==> config.mk <==
export PLATFORM = sky130hd
export DESIGN_NAME = noc_inject_ni_flat
export DESIGN_NICKNAME = d
export VERILOG_FILES = /design/src/rtl/noc_inject_ni_pkg.sv /design/src/rtl/noc_inject_ni_if.sv /design/src/rtl/noc_inject_ni_credit.sv /design/src/rtl/noc_inject_ni.sv /design/src/flat_wrapper.sv
export SDC_FILE = /design/constraint.sdc
export NUM_CORES = 1
export LEC_CHECK = 0
export CORE_MARGIN = 3
export CORE_UTILIZATION = 31
export CTS_CLUSTER_SIZE = 24
export DETAILED_ROUTE_END_ITERATION = 8
export GPL_ROUTABILITY_DRIVEN = 0
export GPL_TIMING_DRIVEN = 0
export SLEW_MARGIN = 20
export SYNTH_ARGS = -nofsm -noshare
export SYNTH_HDL_FRONTEND = slang
export SYNTH_SLANG_ARGS = --single-unit
export TNS_END_PERCENT = 1
==> constraint.sdc <==
create_clock -name clk -period 6.7 [get_ports clk]
set_input_delay 1.005 -clock clk [delete_from_list [all_inputs] [get_ports clk]]
set_output_delay 1.005 -clock clk [all_outputs]
set_load 0.1 [all_outputs]
==> src/rtl/noc_inject_ni_pkg.sv <==
// ============================================================================
//  Module      : noc_pkg
//  Description : Shared types and head-flit field offsets for the NoC
//                injection network interface.
//  Revision    : 1.0  initial release
// ============================================================================
`default_nettype none

package noc_pkg;

    typedef enum logic [1:0] {
        FT_NONE = 2'd0,
        FT_HEAD = 2'd1,
        FT_BODY = 2'd2,
        FT_TAIL = 2'd3
    } flit_type_e;

    typedef enum logic [0:0] {
        NI_IDLE = 1'b0,
        NI_BODY = 1'b1
    } ni_state_e;

    // Head flit layout: {.., len, src, dest} packed from bit 0 upwards.
    function automatic int head_src_lo(input int dest_w);
        return dest_w;
    endfunction

    function automatic int head_len_lo(input int dest_w);
        return 2 * dest_w;
    endfunction

    function automatic int head_min_width(input int dest_w, input int len_w);
        return 2 * dest_w + len_w;
    endfunction

endpackage

`default_nettype wire

==> src/rtl/noc_inject_ni_if.sv <==
// ============================================================================
//  Module      : noc_inject_ni_if
//  Description : Host-side header/payload handshakes, router-side flit and
//                credit signals, and sticky error flags of the injection NI.
//                slave  : used by the NI itself
//                master : used by the host / router model driving the NI
//                Optional macro NOC_NI_PARITY_EN adds flit_parity.
//  Revision    : 1.0  initial release
// ============================================================================
`default_nettype none

interface noc_inject_ni_if #(
    parameter int DATA_W  = 32,
    parameter int DEST_W  = 4,
    parameter int MAX_LEN = 8,
    parameter int CREDITS = 4
);
    import noc_pkg::*;

    localparam int LEN_W = $clog2(MAX_LEN + 1);
    localparam int CNT_W = $clog2(CREDITS + 1);

    logic              hdr_valid;
    logic              hdr_ready;
    logic [DEST_W-1:0] hdr_dest;
    logic [LEN_W-1:0]  hdr_len;
    logic              data_valid;
    logic              data_ready;
    logic [DATA_W-1:0] data;
    logic              flit_valid;
    flit_type_e        flit_type;
    logic [DATA_W-1:0] flit_data;
    logic              credit_in;
    logic [CNT_W-1:0]  credit_cnt;
    logic              err_len;
    logic              err_credit;
`ifdef NOC_NI_PARITY_EN
    logic              flit_parity;

    modport slave (
        input  hdr_valid, hdr_dest, hdr_len, data_valid, data, credit_in,
        output hdr_ready, data_ready, flit_valid, flit_type, flit_data,
               credit_cnt, err_len, err_credit, flit_parity
    );
    modport master (
        output hdr_valid, hdr_dest, hdr_len, data_valid, data, credit_in,
        input  hdr_ready, data_ready, flit_valid, flit_type, flit_data,
               credit_cnt, err_len, err_credit, flit_parity
    );
`else
    modport slave (
        input  hdr_valid, hdr_dest, hdr_len, data_valid, data, credit_in,
        output hdr_ready, data_ready, flit_valid, flit_type, flit_data,
               credit_cnt, err_len, err_credit
    );
    modport master (
        output hdr_valid, hdr_dest, hdr_len, data_valid, data, credit_in,
        input  hdr_ready, data_ready, flit_valid, flit_type, flit_data,
               credit_cnt, err_len, err_credit
    );
`endif

endinterface

`default_nettype wire

==> src/rtl/noc_inject_ni_credit.sv <==
// ============================================================================
//  Module      : noc_credit_counter
//  Description : Saturating up/down credit counter with sticky overflow flag.
//  Ports       : clk, rst_n (async active-low)
//                inc  - credit returned by router
//                dec  - flit launched (never asserted at zero count)
//                cnt  - current credit count, resets to CREDITS
//                err  - sticky: inc seen while already at CREDITS
//  Revision    : 1.0  initial release
// ============================================================================
`default_nettype none

module noc_credit_counter #(
    parameter int CREDITS = 4,
    parameter int CNT_W   = $clog2(CREDITS + 1)
) (
    input  wire logic             clk,
    input  wire logic             rst_n,
    input  wire logic             inc,
    input  wire logic             dec,
    output logic      [CNT_W-1:0] cnt,
    output logic                  err
);

    localparam logic [CNT_W-1:0] c_FULL = CNT_W'(CREDITS);
    localparam logic [CNT_W-1:0] c_ONE  = CNT_W'(1);

    logic [CNT_W-1:0] r_cnt;
    logic             r_err;
    logic             w_full;

    assign w_full = (r_cnt == c_FULL);

    always_ff @(posedge clk or negedge rst_n) begin
        if (!rst_n) begin
            r_cnt <= c_FULL;
            r_err <= 1'b0;
        end else begin
            // The error is flagged even when a launch cancels the increment.
            if (inc && w_full) begin
                r_err <= 1'b1;
            end
            case ({inc, dec})
                2'b10:   if (!w_full)       r_cnt <= r_cnt + c_ONE;
                2'b01:   if (r_cnt != '0)   r_cnt <= r_cnt - c_ONE;
                default: r_cnt <= r_cnt;
            endcase
        end
    end

    assign cnt = r_cnt;
    assign err = r_err;

endmodule

`default_nettype wire

==> src/rtl/noc_inject_ni.sv <==
// ============================================================================
//  Module      : noc_inject_ni
//  Description : NoC injection network interface. Turns a header plus a
//                stream of payload words into HEAD/BODY/TAIL flits for the
//                router local port, gated by credit-based flow control.
//  Ports       : clk, rst_n (async active-low)
//                bus (noc_inject_ni_if.slave): header and payload
//                handshakes, registered flit outputs, credit return and
//                count, sticky err_len / err_credit.
//  Options     : NOC_NI_PARITY_EN adds registered even parity flit_parity.
//  Note        : parameters must match those of the connected interface.
//  Revision    : 1.0  initial release
// ============================================================================
`default_nettype none

module noc_inject_ni
    import noc_pkg::*;
#(
    parameter int DATA_W  = 32,
    parameter int DEST_W  = 4,
    parameter int SRC_ID  = 0,
    parameter int MAX_LEN = 8,
    parameter int CREDITS = 4
) (
    input  wire logic          clk,
    input  wire logic          rst_n,
    noc_inject_ni_if.slave     bus
);

    localparam int LEN_W    = $clog2(MAX_LEN + 1);
    localparam int CNT_W    = $clog2(CREDITS + 1);
    localparam int c_SRC_LO = head_src_lo(DEST_W);
    localparam int c_LEN_LO = head_len_lo(DEST_W);
    localparam logic [LEN_W-1:0] c_MAX_LEN = LEN_W'(MAX_LEN);
    localparam logic [LEN_W-1:0] c_ONE     = LEN_W'(1);

    generate
        if (DATA_W < head_min_width(DEST_W, LEN_W)) begin : g_width_check
            $fatal(1, "noc_inject_ni: DATA_W too small for head flit fields");
        end
    endgenerate

    ni_state_e         r_state, w_state_nxt;
    logic [LEN_W-1:0]  r_rem, w_rem_nxt;
    logic              r_flit_valid, w_flit_valid_nxt;
    flit_type_e        r_flit_type, w_flit_type_nxt;
    logic [DATA_W-1:0] r_flit_data, w_flit_data_nxt;
    logic              r_err_len, w_err_len_nxt;
    logic              w_hdr_ready, w_data_ready, w_launch;
    logic              w_has_credit, w_len_ok, w_err_credit;
    logic [CNT_W-1:0]  w_credit_cnt;
    logic [DATA_W-1:0] w_head;

    assign w_has_credit = (w_credit_cnt != '0);
    assign w_len_ok     = (bus.hdr_len != '0) && (bus.hdr_len <= c_MAX_LEN);

    always_comb begin
        w_head = '0;
        w_head[DEST_W-1:0]           = bus.hdr_dest;
        w_head[c_SRC_LO +: DEST_W]   = DEST_W'(SRC_ID);
        w_head[c_LEN_LO +: LEN_W]    = bus.hdr_len;
    end

    always_comb begin
        w_state_nxt      = r_state;
        w_rem_nxt        = r_rem;
        w_flit_valid_nxt = 1'b0;
        w_flit_type_nxt  = FT_NONE;
        w_flit_data_nxt  = '0;
        w_err_len_nxt    = r_err_len;
        w_hdr_ready      = 1'b0;
        w_data_ready     = 1'b0;
        w_launch         = 1'b0;
        case (r_state)
            NI_IDLE: begin
                w_hdr_ready = w_has_credit;
                if (bus.hdr_valid && w_has_credit) begin
                    if (w_len_ok) begin
                        w_launch         = 1'b1;
                        w_flit_valid_nxt = 1'b1;
                        w_flit_type_nxt  = FT_HEAD;
                        w_flit_data_nxt  = w_head;
                        w_rem_nxt        = bus.hdr_len;
                        w_state_nxt      = NI_BODY;
                    end else begin
                        // Bad length: swallow the header, no flit, no credit.
                        w_err_len_nxt = 1'b1;
                    end
                end
            end
            NI_BODY: begin
                w_data_ready = w_has_credit;
                if (bus.data_valid && w_has_credit) begin
                    w_launch         = 1'b1;
                    w_flit_valid_nxt = 1'b1;
                    w_flit_data_nxt  = bus.data;
                    w_rem_nxt        = r_rem - c_ONE;
                    if (r_rem == c_ONE) begin
                        w_flit_type_nxt = FT_TAIL;
                        w_state_nxt     = NI_IDLE;
                    end else begin
                        w_flit_type_nxt = FT_BODY;
                    end
                end
            end
            default: w_state_nxt = NI_IDLE;
        endcase
    end

    always_ff @(posedge clk or negedge rst_n) begin
        if (!rst_n) begin
            r_state      <= NI_IDLE;
            r_rem        <= '0;
            r_flit_valid <= 1'b0;
            r_flit_type  <= FT_NONE;
            r_flit_data  <= '0;
            r_err_len    <= 1'b0;
        end else begin
            r_state      <= w_state_nxt;
            r_rem        <= w_rem_nxt;
            r_flit_valid <= w_flit_valid_nxt;
            r_flit_type  <= w_flit_type_nxt;
            r_flit_data  <= w_flit_data_nxt;
            r_err_len    <= w_err_len_nxt;
        end
    end

    noc_credit_counter #(
        .CREDITS (CREDITS),
        .CNT_W   (CNT_W)
    ) u_credit (
        .clk   (clk),
        .rst_n (rst_n),
        .inc   (bus.credit_in),
        .dec   (w_launch),
        .cnt   (w_credit_cnt),
        .err   (w_err_credit)
    );

`ifdef NOC_NI_PARITY_EN
    logic r_flit_parity;

    // Idle cycles carry FT_NONE and zero data, so parity is 0 there too.
    always_ff @(posedge clk or negedge rst_n) begin
        if (!rst_n) begin
            r_flit_parity <= 1'b0;
        end else begin
            r_flit_parity <= ^{w_flit_type_nxt, w_flit_data_nxt};
        end
    end

    assign bus.flit_parity = r_flit_parity;
`endif

    assign bus.hdr_ready  = w_hdr_ready;
    assign bus.data_ready = w_data_ready;
    assign bus.flit_valid = r_flit_valid;
    assign bus.flit_type  = r_flit_type;
    assign bus.flit_data  = r_flit_data;
    assign bus.credit_cnt = w_credit_cnt;
    assign bus.err_len    = r_err_len;
    assign bus.err_credit = w_err_credit;

endmodule

`default_nettype wire
==> src/flat_wrapper.sv <==
// flat-port wrapper written by rule: the top's interface ports become plain ports
module noc_inject_ni_flat import noc_pkg::*;
#(
    parameter int DATA_W  = 32,
    parameter int DEST_W  = 4,
    parameter int SRC_ID  = 0,
    parameter int MAX_LEN = 8,
    parameter int CREDITS = 4
)
  (clk, rst_n, bus_hdr_valid, bus_hdr_dest, bus_hdr_len, bus_data_valid, bus_data, bus_credit_in, bus_hdr_ready, bus_data_ready, bus_flit_valid, bus_flit_type, bus_flit_data, bus_credit_cnt, bus_err_len, bus_err_credit);
  noc_inject_ni_if #(.DATA_W(DATA_W), .DEST_W(DEST_W), .MAX_LEN(MAX_LEN), .CREDITS(CREDITS)) bus_i ();
  input  wire logic clk;
  input  wire logic rst_n;
  input wire logic [$bits(bus_i.hdr_valid)-1:0] bus_hdr_valid;
  input wire logic [$bits(bus_i.hdr_dest)-1:0] bus_hdr_dest;
  input wire logic [$bits(bus_i.hdr_len)-1:0] bus_hdr_len;
  input wire logic [$bits(bus_i.data_valid)-1:0] bus_data_valid;
  input wire logic [$bits(bus_i.data)-1:0] bus_data;
  input wire logic [$bits(bus_i.credit_in)-1:0] bus_credit_in;
  output wire logic [$bits(bus_i.hdr_ready)-1:0] bus_hdr_ready;
  output wire logic [$bits(bus_i.data_ready)-1:0] bus_data_ready;
  output wire logic [$bits(bus_i.flit_valid)-1:0] bus_flit_valid;
  output wire logic [$bits(bus_i.flit_type)-1:0] bus_flit_type;
  output wire logic [$bits(bus_i.flit_data)-1:0] bus_flit_data;
  output wire logic [$bits(bus_i.credit_cnt)-1:0] bus_credit_cnt;
  output wire logic [$bits(bus_i.err_len)-1:0] bus_err_len;
  output wire logic [$bits(bus_i.err_credit)-1:0] bus_err_credit;
  assign bus_i.hdr_valid = bus_hdr_valid;
  assign bus_i.hdr_dest = bus_hdr_dest;
  assign bus_i.hdr_len = bus_hdr_len;
  assign bus_i.data_valid = bus_data_valid;
  assign bus_i.data = bus_data;
  assign bus_i.credit_in = bus_credit_in;
  assign bus_hdr_ready = bus_i.hdr_ready;
  assign bus_data_ready = bus_i.data_ready;
  assign bus_flit_valid = bus_i.flit_valid;
  assign bus_flit_type = bus_i.flit_type;
  assign bus_flit_data = bus_i.flit_data;
  assign bus_credit_cnt = bus_i.credit_cnt;
  assign bus_err_len = bus_i.err_len;
  assign bus_err_credit = bus_i.err_credit;
  noc_inject_ni #(.DATA_W(DATA_W), .DEST_W(DEST_W), .SRC_ID(SRC_ID), .MAX_LEN(MAX_LEN), .CREDITS(CREDITS)) u_core (.clk(clk), .rst_n(rst_n), .bus(bus_i));
endmodule
---- Word-level counts from Yosys, hierarchy flattened ----
Cells that the tools add are included.
word-level totals
  register bits after elaboration ......... 45
  bits in latches ......................... 0
  memory bits (writable) .................. 0
  memory bits (read-only) ................. 0
  bits of input ports ..................... 45
  output and inout bits ................... 42
  word-level logic and storage cells ...... 58
  memories kept ........................... 0
cells by class
  add/subtract/negate cells ............... 3
  multiply operators ...................... 0
  div/mod/pow operators ................... 0
  $lt $le $gt $ge ......................... 1
  equal/unequal tests ..................... 9
  shifts and indexed selects .............. 0
  muxes and demuxes ....................... 25
  bitwise logic cells ..................... 2
  reduce and logical (&&, ||, !) cells .... 10
operator list
  cell                                                   number
  2-to-1 mux 32 bit                                      2
  one-hot mux 32 bit (2 select lines)                    1
  2-to-1 mux 12 bit                                      1
  2-to-1 mux 4 bit                                       3
  2-to-1 mux 1 bit                                       9
  AND reduction 3 bit                                    3
  one-hot mux 4 bit (2 select lines)                     1
  2-to-1 mux 3 bit                                       2
  inequality test 2 x 1 -> 1 bit, second input constant  3
  one-hot mux 3 bit (2 select lines)                     1
  == test 4 x 1 -> 1 bit, second input constant          1
  <= comparator 4 bit, second input constant             1
  logical AND 1 bit                                      4
  2-to-1 mux 2 bit                                       2
  inequality test 2 bit, second input constant           2
  one-hot mux 1 bit (2 select lines)                     2
  one-hot mux 2 bit (2 select lines)                     1
  nonzero test 4 bit                                     1
  subtractor 4 x 1 -> 4 bit, second input constant       1
  adder 3 x 1 -> 3 bit, second input constant            1
  == test 3 bit, second input constant                   1
  nonzero test 3 bit                                     1
  subtractor 3 x 1 -> 3 bit, second input constant       1
  == test 2 x 1 -> 1 bit, second input constant          1
  3 further kinds                                        4

---- Longest topological paths before layout ----
Gate-level depths: netlist of the first run.
  depth in word-level cells ............... 8
  depth in mapped cells ................... 12
  mapped depth without buffers ............ 10

---- Modules after synthesis ----
Synthesis of the first run repeated with hierarchy kept, for this count alone.
second synthesis, totals
  cells, all modules ...................... 147
  area total of the unflattened synthesis .. 1,836.8 sq um
by module, submodules not included
  module              times used  cells each  area each (sq um)  seq. area each (sq um)
  noc_inject_ni       1           118         1,551.5            1,026.0
  noc_credit_counter  1           29          285.3              101.3

---- Worst setup path after synthesis of the first run ----
No wires, ideal clock.
  path type ............................... reg2out
  start ................................... register u_core.u_credit.r_cnt[1] (netlist: u_core.u_credit.cnt[1])
  end ..................................... output bus_hdr_ready
  arrival ................................. 2.492 ns
  data required time ...................... 5.695 ns
  setup slack ............................. 3.203 ns
  stages on the path, launching flop included .. 4
  path buffers ............................ 1
  cells stage by stage .................... dfrtp_1 -> buf_6 -> nor3_1 -> nor2_1
on the way
  cells in the longest elaborated chain, start to end .. 2
ends and longest elaborated chain
  element                 line                        RTL
  start, declared         noc_inject_ni_credit.sv:28  logic [CNT_W-1:0] r_cnt;
  start signal, assigned  noc_inject_ni_credit.sv:36  r_cnt <= c_FULL;
  start signal, assigned  noc_inject_ni_credit.sv:44  2'b10: if (!w_full) r_cnt <= r_cnt + c_ONE;
  start signal, assigned  noc_inject_ni_credit.sv:45  2'b01: if (r_cnt != '0) r_cnt <= r_cnt - c_ONE;
  nonzero test 3 bit      noc_inject_ni.sv:54         assign w_has_credit = (w_credit_cnt != '0);
  2-to-1 mux 1 bit        noc_inject_ni.sv:74         case (r_state)
  end, declared           flat_wrapper.sv:20          output wire logic [$bits(bus_i.hdr_ready)-1:0] bus_hdr_ready;
Every way passes these cells.

---- Final worst setup path of the first run ----
  start ................................... register u_core.u_credit.r_cnt[0] (netlist: u_core.u_credit.cnt[0])
  end ..................................... output bus_data_ready
on the way
  cells in the longest elaborated chain, start to end .. 2
ends and longest elaborated chain
  element             line                 RTL
  nonzero test 3 bit  noc_inject_ni.sv:54
  2-to-1 mux 1 bit    noc_inject_ni.sv:74
  end, declared       flat_wrapper.sv:21   output wire logic [$bits(bus_i.data_ready)-1:0] bus_data_ready;
Every way passes these cells.

==> results.txt, run 1 <==
- The run finished with clean final reports.
* Post-synthesis cell area: 1847 sq um
* Kind of end point of the critical path: primary output
- Most frequent cells after synthesis: sky130_fd_sc_hd__dfrtp_1, sky130_fd_sc_hd__and2_1, sky130_fd_sc_hd__nand2_1
- EDFF count, synth: 0
- Averaged over all synthesized cells, the footprint is 12.91 sq um.
* Number of rows created at floorplan: 27
- Fraction of the yosys area taken by sequential cells: 61.04%
- Predominant post-synthesis flop cell: sky130_fd_sc_hd__dfrtp_1
- Clock-pin slew was measured on the worst setup and hold paths at 0.09 ns.
* H-tree depth reported by CTS: 2
* Vertical extent of the die: 83.19 um
- Total Negative Setup Slacks: 0 ns
- Total of buffers placed on input and output ports: 86
- Die W: 83.19 um
* Antenna Cells: 0
- The number of antenna violations at the first check in global routing is 0.
- In this run, the number of DRC markers left after iteration 0 of detailed routing was 24.
- Area delta synth->final: 57.18%
- OpenSTA, run right after detailed placement, puts the worst setup slack at 2.951 ns.
- The final number of hold-violating endpoints is 0.
- Slew HR: 33.22%
- Maximum VDD drop: 425.3 uV
* Number of detailed-route iterations in the first pass: 4
* Global-route wire length before repair: 7555 um
* Buffers inserted during post-CTS setup optimization: 0
* Achievable Freq: 0.2850 GHz
* Leakage: 1.278 nW
* Kind of cell with the highest combined delay on the critical path: buffers and inverters
- Fraction of registers with async set/reset: 100.0%
- Pin count of the biggest net entering global routing: 27
- Counting both buffers and inverters, the worst setup path holds a total of 1.
* Signal arrival time at the worst endpoint: 2.50 ns
- The total overflow left after global routing is 0.
* Worst reg2reg startpoint: u_core.u_credit.cnt[0]
- Counting instances, the worst hold path has a depth of 1.
- Placed Cells: 302
* Top-level I/O count: 87
- Global Route Usage Sum: 13.91%
- The core region is 5642 sq um.
- On the worst path, the slowest cell contributes a delay of 0.96 ns.
- STA puts the critical path data required time at 5.69 ns.
* Synthesis Warnings: 0
* Routed wire length: 4429 um
- Final Net Count: 288
- The biggest area contributor in the post-synthesis netlist is sky130_fd_sc_hd__dfrtp_1.
- Post-layout total power: 1.526 mW
* Via count: 1390
- Clock Path Buffers: 2
- Hold path startpoint: u_core.u_credit.err
- Max Cap Violations: 0
- For this design the ratio of total power to cell area is 525.5 nW/um^2.
* Startpoint of the worst setup timing path: u_core.u_credit.cnt[0]
- Clock tree root driver cell: sky130_fd_sc_hd__clkbuf_8
- Dividing the detail-routed wire length by the instance count gives 14.29 um.
* CTS tree: done
* Synth Net Count: 194
- STA classifies the critical path startpoint as a flip-flop.
- Initial core utilization: 32.73%
- Using the TritonRoute via totals, the vias-per-cell ratio works out to 4.484.
- Number of cells upsized or downsized after cts: 0
- Between clock sinks in the finished design, the worst skew comes to 0.002872 ns.
- Clk sink count: 45
- Share of the clock period used by the worst path: 52.38%
- The setup path with the least slack is of type flip-flop to primary output.
* Number of buffers inserted for hold repair after clock tree synthesis: 0
- The critical path goes through or3_2, and2_1, clkdlybuf4s50_1.
- Fin worst setup slack: 3.191 ns
- The worst register-to-register path ends at u_core.u_credit.cnt[2].
- Fraction of final layout cells sized beyond drive strength 1: 11.76%
* Max-slew violations: 0
- Synthesis handed over a netlist of 143 instances.
- Min Tclk post-route: 3.509 ns
- The floorplan step defined a die boundary enclosing 6920 sq um.
- Cells taking the most area after synthesis: sky130_fd_sc_hd__dfrtp_1, sky130_fd_sc_hd__and2_1, sky130_fd_sc_hd__ha_1
* Final setup viols: 0
* Post-DRT Antenna Nets: 0
- For the pin with the worst max-slew slack, the measured transition is 0.9986 ns.
- Once detailed placement completed, the half-perimeter wirelength came to 3311 um.
- Non-filler cells in the finished layout: 310
- TritonCTS created 5 clock buffers.
- Measured in cells, the most critical reg-to-reg path has a length of 11.
* Number of global-route vias before repair: 1463
- Synthesis instantiated 37 different standard cells from the library.
- Maximum fanout along the worst path: 7
- Share of the synthesized area in the top cell type: 59.62%
* Clk Latency, worst-skew pair: 0.30 ns
- Among all stages on the critical path, the largest delay is contributed by sky130_fd_sc_hd__clkdlybuf4s50_1.
- Class of the tightest hold or removal check: flip-flop to flip-flop
- Synthesis inferred 45 register bits.
* Unrepaired setup endpoints after global routing: false
- Number of design rule violations left after detail routing: 0
* Endpoint of the worst hold path: u_core.u_credit.err
- Most common cell in the netlist: sky130_fd_sc_hd__dfrtp_1
* Slack of the worst reg-to-reg path: 4.06 ns
==> power by group <==
group	switching, mW	total (mW)	leakage (nW)	internal (mW)
logic	0.697	0.953	0.660	0.256
clock network	0.100	0.174	0.0445	0.0742
registers	0.0444	0.398	0.573	0.354
==> cells in the final DEF, fill, tap and decap left out, types with 3 or more instances in the layout <==
cell type / instances
sky130_fd_sc_hd__o21ai_0: 3
sky130_fd_sc_hd__inv_1: 4
sky130_fd_sc_hd__and2_1: 26
sky130_fd_sc_hd__nor2_1: 3
sky130_fd_sc_hd__nand2_1: 8
sky130_fd_sc_hd__clkbuf_8: 6
sky130_fd_sc_hd__clkdlybuf4s50_1: 85
sky130_fd_sc_hd__ha_1: 6
sky130_fd_sc_hd__buf_6: 3
sky130_fd_sc_hd__clkbuf_1: 3
sky130_fd_sc_hd__a21o_1: 3
sky130_fd_sc_hd__dfrtp_1: 44
sky130_fd_sc_hd__a22o_1: 5
==> area by class of cell <==
| cell class | instances | area (sq um) |
|---|---|---|
| Inverter | 4 | 15.01 |
| Sequential cell | 45 | 1127 |
| Buffer | 7 | 58.81 |
| Tap cell | 72 | 90.09 |
| Clock inverter | 3 | 21.27 |
| Fill cell | 489 | 2739 |
| Multi-Input combinational cell | 87 | 645.6 |
| Timing Repair Buffer | 87 | 875.8 |
| Clock buffer | 5 | 68.82 |
==> metrics by stage <==
stage                     hold WS [ns]  utilization [%]  instance area [sq um]
after floorplan                 0.4867                -                   1847
after global placement          0.4611            49.59                   2798
after detailed placement        0.4530            49.86                   2813
after CTS                       0.4858            51.45                   2903
after global routing            0.5154            51.45                   2903
final                           0.4814            51.45                   2903
==> cells by family after synthesis <==
logic type / Yosys count / synth area share, %
mux: 1 / 0.6097
compound gates: 26 / 11.79
simple gates: 50 / 16.60
fa+ha+maj: 6 / 4.065
buf+inv: 11 / 3.997
xor+xnor: 4 / 1.897
flops: 45 / 61.04
==> flip-flops by register name, summed over array words and instances (netlist names) <==
| name | count |
|---|---|
| u_core.u_credit.err | 1 |
| u_core.u_credit.cnt | 3 |
| u_core.bus.flit_valid | 1 |
| u_core.bus.err_len | 1 |
| u_core.bus.flit_data | 32 |
| u_core.r_rem | 4 |
| u_core.bus.flit_type | 2 |
| u_core.r_state | 1 |
==> per-layer routing <==
layer	wire length, um	GRT usage [%]	up-vias
met4	71	4.903	0
met3	264	3.869	5
met2	1943	20.12	60
met1	2149	19.91	651
met5	0	0	-
li1	-	-	674
==> how the worst max path moves through the flow <==
stage / to / slack (ns) / depth (start not counted)
6_report: bus_data_ready / 3.19 / 3
3_3_place_gp: u_core.u_credit.cnt[2] / 2.99 / 11
3_5_place_dp: u_core.u_credit.cnt[2] / 2.95 / 11
4_1_cts: bus_data_ready / 3.16 / 4
5_1_grt: u_core.u_credit.cnt[2] / 3.06 / 11
2_1_floorplan: bus_hdr_ready / 3.20 / 3
Note: power is estimated with default switching activity, not from simulation.
==> inputs of run 2 (changes only) <==
==> constraint.sdc (replaced) <==
create_clock -name clk -period 3.52 [get_ports clk]
set_input_delay 0.528 -clock clk [delete_from_list [all_inputs] [get_ports clk]]
set_output_delay 0.528 -clock clk [all_outputs]
set_load 0.1 [all_outputs]
==> results of run 2 <==
The final DEF is identical to that of run 1. Status: complete, no violations.
Main changes from that run: setup slack after placement 2.951 ns -> 0.2479 ns; setup slack after layout 3.191 ns -> 0.4877 ns; hold slack 0.4814 ns -> 0.1779 ns; register-to-register setup slack 4.06 ns -> 0.88 ns; total power 1.526 mW -> 2.904 mW; worst IR drop on VDD 425.3 uV -> 809.6 uV
